==> config.mk <==
export PLATFORM = sky130hd
export DESIGN_NAME = bcd_scan_display
export DESIGN_NICKNAME = d
export VERILOG_FILES = /design/src/rtl/bcd_pkg.sv /design/src/rtl/bcd_to_seg7.sv /design/src/rtl/bcd_scan_display.sv
export SDC_FILE = /design/constraint.sdc
export NUM_CORES = 1
export LEC_CHECK = 0
export ABC_AREA = 0
export BUFFER_PORTS_ARGS = -buffer_cell sky130_fd_sc_hd__buf_4
export CAP_MARGIN = 40
export CORE_MARGIN = 4
export CORE_UTILIZATION = 42
export CTS_CLUSTER_DIAMETER = 100
export DETAILED_ROUTE_END_ITERATION = 6
export PLACE_DENSITY = 0.63
export RECOVER_POWER = 50
export SYNTH_ARGS = -nofsm -noshare
export SYNTH_HDL_FRONTEND = slang
export SYNTH_SLANG_ARGS = --single-unit
export TNS_END_PERCENT = 30
==> constraint.sdc <==
create_clock -name clk -period 2.2 [get_ports clk]
set_clock_uncertainty 0.2 [all_clocks]
set_input_delay 0.11 -clock clk [delete_from_list [all_inputs] [get_ports clk]]
set_output_delay 0.11 -clock clk [all_outputs]
set_load 0.005 [all_outputs]
==> src/rtl/bcd_pkg.sv <==
// Shared 7-segment constants and the BCD-to-segment decode used by the display blocks.
// Segment order is {g,f,e,d,c,b,a}, active-high.
package bcd_pkg;

    localparam int BCD_W = 4;

    localparam logic [6:0] SEG_0     = 7'h3F;
    localparam logic [6:0] SEG_1     = 7'h06;
    localparam logic [6:0] SEG_2     = 7'h5B;
    localparam logic [6:0] SEG_3     = 7'h4F;
    localparam logic [6:0] SEG_4     = 7'h66;
    localparam logic [6:0] SEG_5     = 7'h6D;
    localparam logic [6:0] SEG_6     = 7'h7D;
    localparam logic [6:0] SEG_7     = 7'h07;
    localparam logic [6:0] SEG_8     = 7'h7F;
    localparam logic [6:0] SEG_9     = 7'h6F;
    localparam logic [6:0] SEG_DASH  = 7'h40;
    localparam logic [6:0] SEG_BLANK = 7'h00;

    // Codes 10..15 are not BCD and show a dash so bad upstream data is visible.
    function automatic logic [6:0] bcd_to_seg(input logic [BCD_W-1:0] bcd);
        case (bcd)
            4'd0:    return SEG_0;
            4'd1:    return SEG_1;
            4'd2:    return SEG_2;
            4'd3:    return SEG_3;
            4'd4:    return SEG_4;
            4'd5:    return SEG_5;
            4'd6:    return SEG_6;
            4'd7:    return SEG_7;
            4'd8:    return SEG_8;
            4'd9:    return SEG_9;
            default: return SEG_DASH;
        endcase
    endfunction

endpackage

==> src/rtl/bcd_to_seg7.sv <==
// Combinational single-digit BCD to 7-segment decoder, reusable by any display block.
module bcd_to_seg7
    import bcd_pkg::*;
(
    input  logic [BCD_W-1:0] i_bcd,
    output logic [6:0]       o_seg
);

    assign o_seg = bcd_to_seg(i_bcd);

endmodule

==> src/rtl/bcd_scan_display.sv <==
// Time-multiplexed BCD display driver: snapshots packed digits once per frame and
// scans them onto a shared 7-segment bus with one-hot digit enables.
module bcd_scan_display
    import bcd_pkg::*;
#(
    parameter int NUM_DIGITS  = 4,
    parameter int REFRESH_DIV = 4
) (
    input  logic                        clk,
    input  logic                        reset,
    input  logic [BCD_W*NUM_DIGITS-1:0] digits_in,
    input  logic                        load,
    input  logic                        blank_lz,
    output logic [6:0]                  seg,
    output logic [NUM_DIGITS-1:0]       an,
    output logic                        frame_done
);

    localparam int PS_W  = (REFRESH_DIV > 1) ? $clog2(REFRESH_DIV) : 1;
    localparam int IDX_W = (NUM_DIGITS > 1) ? $clog2(NUM_DIGITS) : 1;
    localparam int DW    = BCD_W * NUM_DIGITS;

    logic [PS_W-1:0]       r_prescaler;
    logic [IDX_W-1:0]      r_index;
    logic [DW-1:0]         r_shadow;
    logic [DW-1:0]         r_disp;
    logic [6:0]            r_seg;
    logic [NUM_DIGITS-1:0] r_an;
    logic                  r_frame_done;

    logic                  w_tc;
    logic                  w_wrap;
    logic [BCD_W-1:0]      w_sel_digit;
    logic [6:0]            w_seg_dec;
    logic [NUM_DIGITS-1:0] w_blank;
    logic                  w_upper_zero;

    assign w_tc        = (r_prescaler == PS_W'(REFRESH_DIV - 1));
    assign w_wrap      = w_tc && (r_index == IDX_W'(NUM_DIGITS - 1));
    assign w_sel_digit = r_disp[BCD_W*r_index +: BCD_W];

    bcd_to_seg7 u_dec (
        .i_bcd (w_sel_digit),
        .o_seg (w_seg_dec)
    );

    // A digit is blanked only when it and every more-significant digit are zero.
    // NOTE: every always_comb output gets a default first so no path can infer a latch.
    always_comb begin
        w_upper_zero = 1'b1;
        w_blank      = '0;
        for (int i = NUM_DIGITS - 1; i >= 1; i--) begin
            w_upper_zero = w_upper_zero && (r_disp[BCD_W*i +: BCD_W] == '0);
            w_blank[i]   = blank_lz && w_upper_zero;
        end
    end

    // NOTE: sequential state uses non-blocking assignments so every register sees pre-edge values.
    always_ff @(posedge clk) begin
        if (!reset) begin
            r_prescaler <= '0;
            r_index     <= '0;
            r_shadow    <= '0;
            r_disp      <= '0;
        end else begin
            r_prescaler <= w_tc ? '0 : r_prescaler + 1'b1;
            if (w_tc) begin
                r_index <= (r_index == IDX_W'(NUM_DIGITS - 1)) ? '0 : r_index + 1'b1;
            end
            if (load) begin
                r_shadow <= digits_in;
            end
            // Disp only moves on the frame wrap, so it picks up the pre-edge shadow.
            if (w_wrap) begin
                r_disp <= r_shadow;
            end
        end
    end

    always_ff @(posedge clk) begin
        if (!reset) begin
            r_seg        <= SEG_BLANK;
            r_an         <= '0;
            r_frame_done <= 1'b0;
        end else begin
            r_an         <= NUM_DIGITS'(1) << r_index;
            r_seg        <= w_blank[r_index] ? SEG_BLANK : w_seg_dec;
            r_frame_done <= w_wrap;
        end
    end

    assign seg        = r_seg;
    assign an         = r_an;
    assign frame_done = r_frame_done;

endmodule

==> impl_metrics.yaml <==
worst_setup_path:
  endpoint_kind: "flip-flop"
  critPathKind: "flip-flop to flip-flop"
  start_kind: "flip-flop"
  r2r-start: "r_index[0]"
  crit_path_cell_trace: "buf_4 -> mux4_2 -> and2_4 -> o32a_1 -> nor3_2"
  crit_path_max_fanout: 10
  required_ns: 2.23
  crit_arrival_ns: 2.12
  rrSetupSlack_ns: 0.10
  startpoint: "r_index[0]"
  regToRegEndpoint: "seg[5]"
  slowest_delay_ns: 0.62
  reg2regPathDepth: 5
  cp-endpoint: "seg[5]"
  cpMaxStageDelayCell: "mux4_2"
logic_synthesis:
  ys_warn_count: 0
  syn_avg_cell_area_um2: 9.95
  ys_seq_elements: 48
  netlist_area_um2: 2050
  synthCells: 206
  syn-num-nets: 234
  synth_seq_area_share_pct: 46.9
  synth.distinct_cells: 32
cts:
  cts_tree: "done"
  post_cts_buffers: 0
  cts_buffers: 5
  clock_path_buffers: 2
  clock-root-buffer: "clkbuf_8"
  insertion_delay_ns: 0.29
  cts.clk_slew.worst_paths_ns: 0.08
  ctsHtreeMaxLevel: 2
  clock_sinks: 48
global_routing:
  grt_pass1_wl_um: 6550
  globalRouteOverflowTotal: 0
  grt_pass1_vias: 1422
  antenna_found_initial: 0
  grt_max_degree: 47
  grt_usage_pct: 13.4
timing:
  setup_ws_ns: 0.103
  rsz0062_at_grt: "no"
  slew_headroom_pct: 65.5
  min_period_over_period_pct: 95.3
  setup_violations: 0
  tns_ns: 0
  min_period_ns: 2.10
  timing.fmax_ghz: 0.477
  finalHoldViolations: 0
  report.final.slew_viol_count: 0
  tightest_slew_ns: 0.517
detailed_routing:
  finalWirelength_um: 3660
  vias_per_cell: 4.65
  drtIter0Drc: 72
  num_vias: 1479
  wl_per_cell_um: 11.5
  drc: 0
  detail-route-antenna-nets: 0
  firstDrtPassIters: 4
finish:
  drive_gt1_share_pct: 20.7
  area_growth_pct: 27.9
  antenna_cells: 0
  final_cell_mix: "46 x dfxtp_1, 35 x nand2_1, 25 x clkbuf_4, 20 x mux2i_1, 18 x nor2b_1"
  stdcell_area_um2: 2620
  final_common_cell: "dfxtp_1"
  fillers: 438
  nNetsFinal: 278
floorplan:
  die_y_um: 77.9
  die_x_um: 77.9
  row_count: 25
  die-area_um2: 6060
  design.core.area_um2: 4720
  ios: 32
  initial_core_util_pct: 43.4
power:
  ir_drop_mv: 0.412
  powerDensity_nw_per_um2: 664
  finalPower_w: 0.00174
  leakage_nw: 1.07
status:
  status: "finished, final reports clean"
place:
  hpwl_um: 2460
  place.gp.congestion: 0.749
  postPlaceCellArea_um2: 2340
  dp_slack_ns: 0.0179
  port_buffers: 31
min_path:
  holdCritPathClass: "primary input to flip-flop"
run:
  maxCapViolCount: 0
[worst min path at each step]
stage                               to           from  cells after the start  slack, ns
final                            an[2]          reset                      3       0.04
after global routing             an[2]          reset                      3       0.05
after CTS                        an[2]          reset                      3       0.03
after detailed placement  r_shadow[15]  digits_in[15]                      3       0.17
after global placement    r_shadow[13]  digits_in[13]                      3       0.16
after floorplan            r_shadow[0]   digits_in[0]                      2       0.08
[cell type report]
class	instances	area (um^2)	share of cell area [%]
Clock buffer	7	96.3	3.68
Clock inverter	1	30.0	1.15
Inverter	5	18.8	0.716
Multi-Input combinational cell	138	998	38.1
Sequential cell	48	963	36.8
Tap cell	67	83.8	3.20
Timing Repair Buffer	52	430	16.4
[sequential cells by signal (all words and copies together) (netlist names)]
name / cells
frame_done: 1
r_shadow: 16
seg: 7
r_index: 2
r_disp: 16
an: 4
r_prescaler: 2
[power by group]
part / switching [W] / internal (W) / total, W
sequential: 0.0000151 / 0.000902 / 0.000917
combinational: 0.0000523 / 0.0000945 / 0.000147
clock: 0.000275 / 0.000401 / 0.000675
total: 0.000342 / 0.00140 / 0.00174
[per-layer routing]
layer	track usage, %	routed length [um]	up-vias
met3	3.83	160	5
met1	17.3	1690	672
met5	0	0	-
li1	-	-	778
met2	21.1	1760	24
met4	5.16	43	0
[through the flow]
stage	hold WS [ns]	instances	utilization, %
5_1_grt	0.0469	318	55.5
6_report	0.0387	318	55.5
3_5_place_dp	0.175	294	49.5
2_1_floorplan	0.0794	206	-
4_1_cts	0.0341	318	55.4
3_3_place_gp	0.164	294	49.5
[synthesized netlist by cell type, drive strengths merged]
library cell  number  area share [%]
dfxtp             48              47
nand2             35             6.4
mux2i             20             9.8
nor2b             18             5.5
a21boi            17             6.2
clkbuf            12             2.3
ha                 8             4.9
inv                5            0.92
nor2               5            0.92
mux4               4             4.8
and2               3             1.0
and3b              3             1.3
buf                3             1.0
nor3b              3             1.1
nor4               3            0.92
o21ai              3            0.73
a21oi              2            0.49
and3               2            0.61
nand2b             2            0.61
nand3              2            0.49
nor3               2            0.73
a211oi             1            0.37
nor4b              1            0.43
nor4bb             1            0.49
o21a               1            0.37
o22ai              1            0.31
o32a               1            0.49
[critical path: cells and delay by family, from the launching register on]
kind / cells / cell delay (ns)
multiplexers: 1 / 0.62
flip-flops: 1 / 0.39
AO/OA/AOI/OAI: 1 / 0.34
AND/OR/NAND/NOR: 2 / 0.31
buffers and inverters: 1 / 0.18
[what timing repair did]
action | CTS | global route
resized for setup | 1 | 3
setup endpoints to repair | 1 | 3
endpoints found under the hold margin | 16 | 0
hold buffers | 16 | 0
cloned | 0 | 0
[kinds of logic (layout without fill, tap and decap cells)]
logic type      after synthesis  in the layout  share of synthesized area [%]
buf+inv                      20             65                           4.21
mux                          24             24                           14.5
flops                        48             48                           46.9
simple gates                 80             80                           20.5
compound gates               26             26                           8.97
fa+ha+maj                     8              8                           4.88
(Power assumes the default switching activity.)
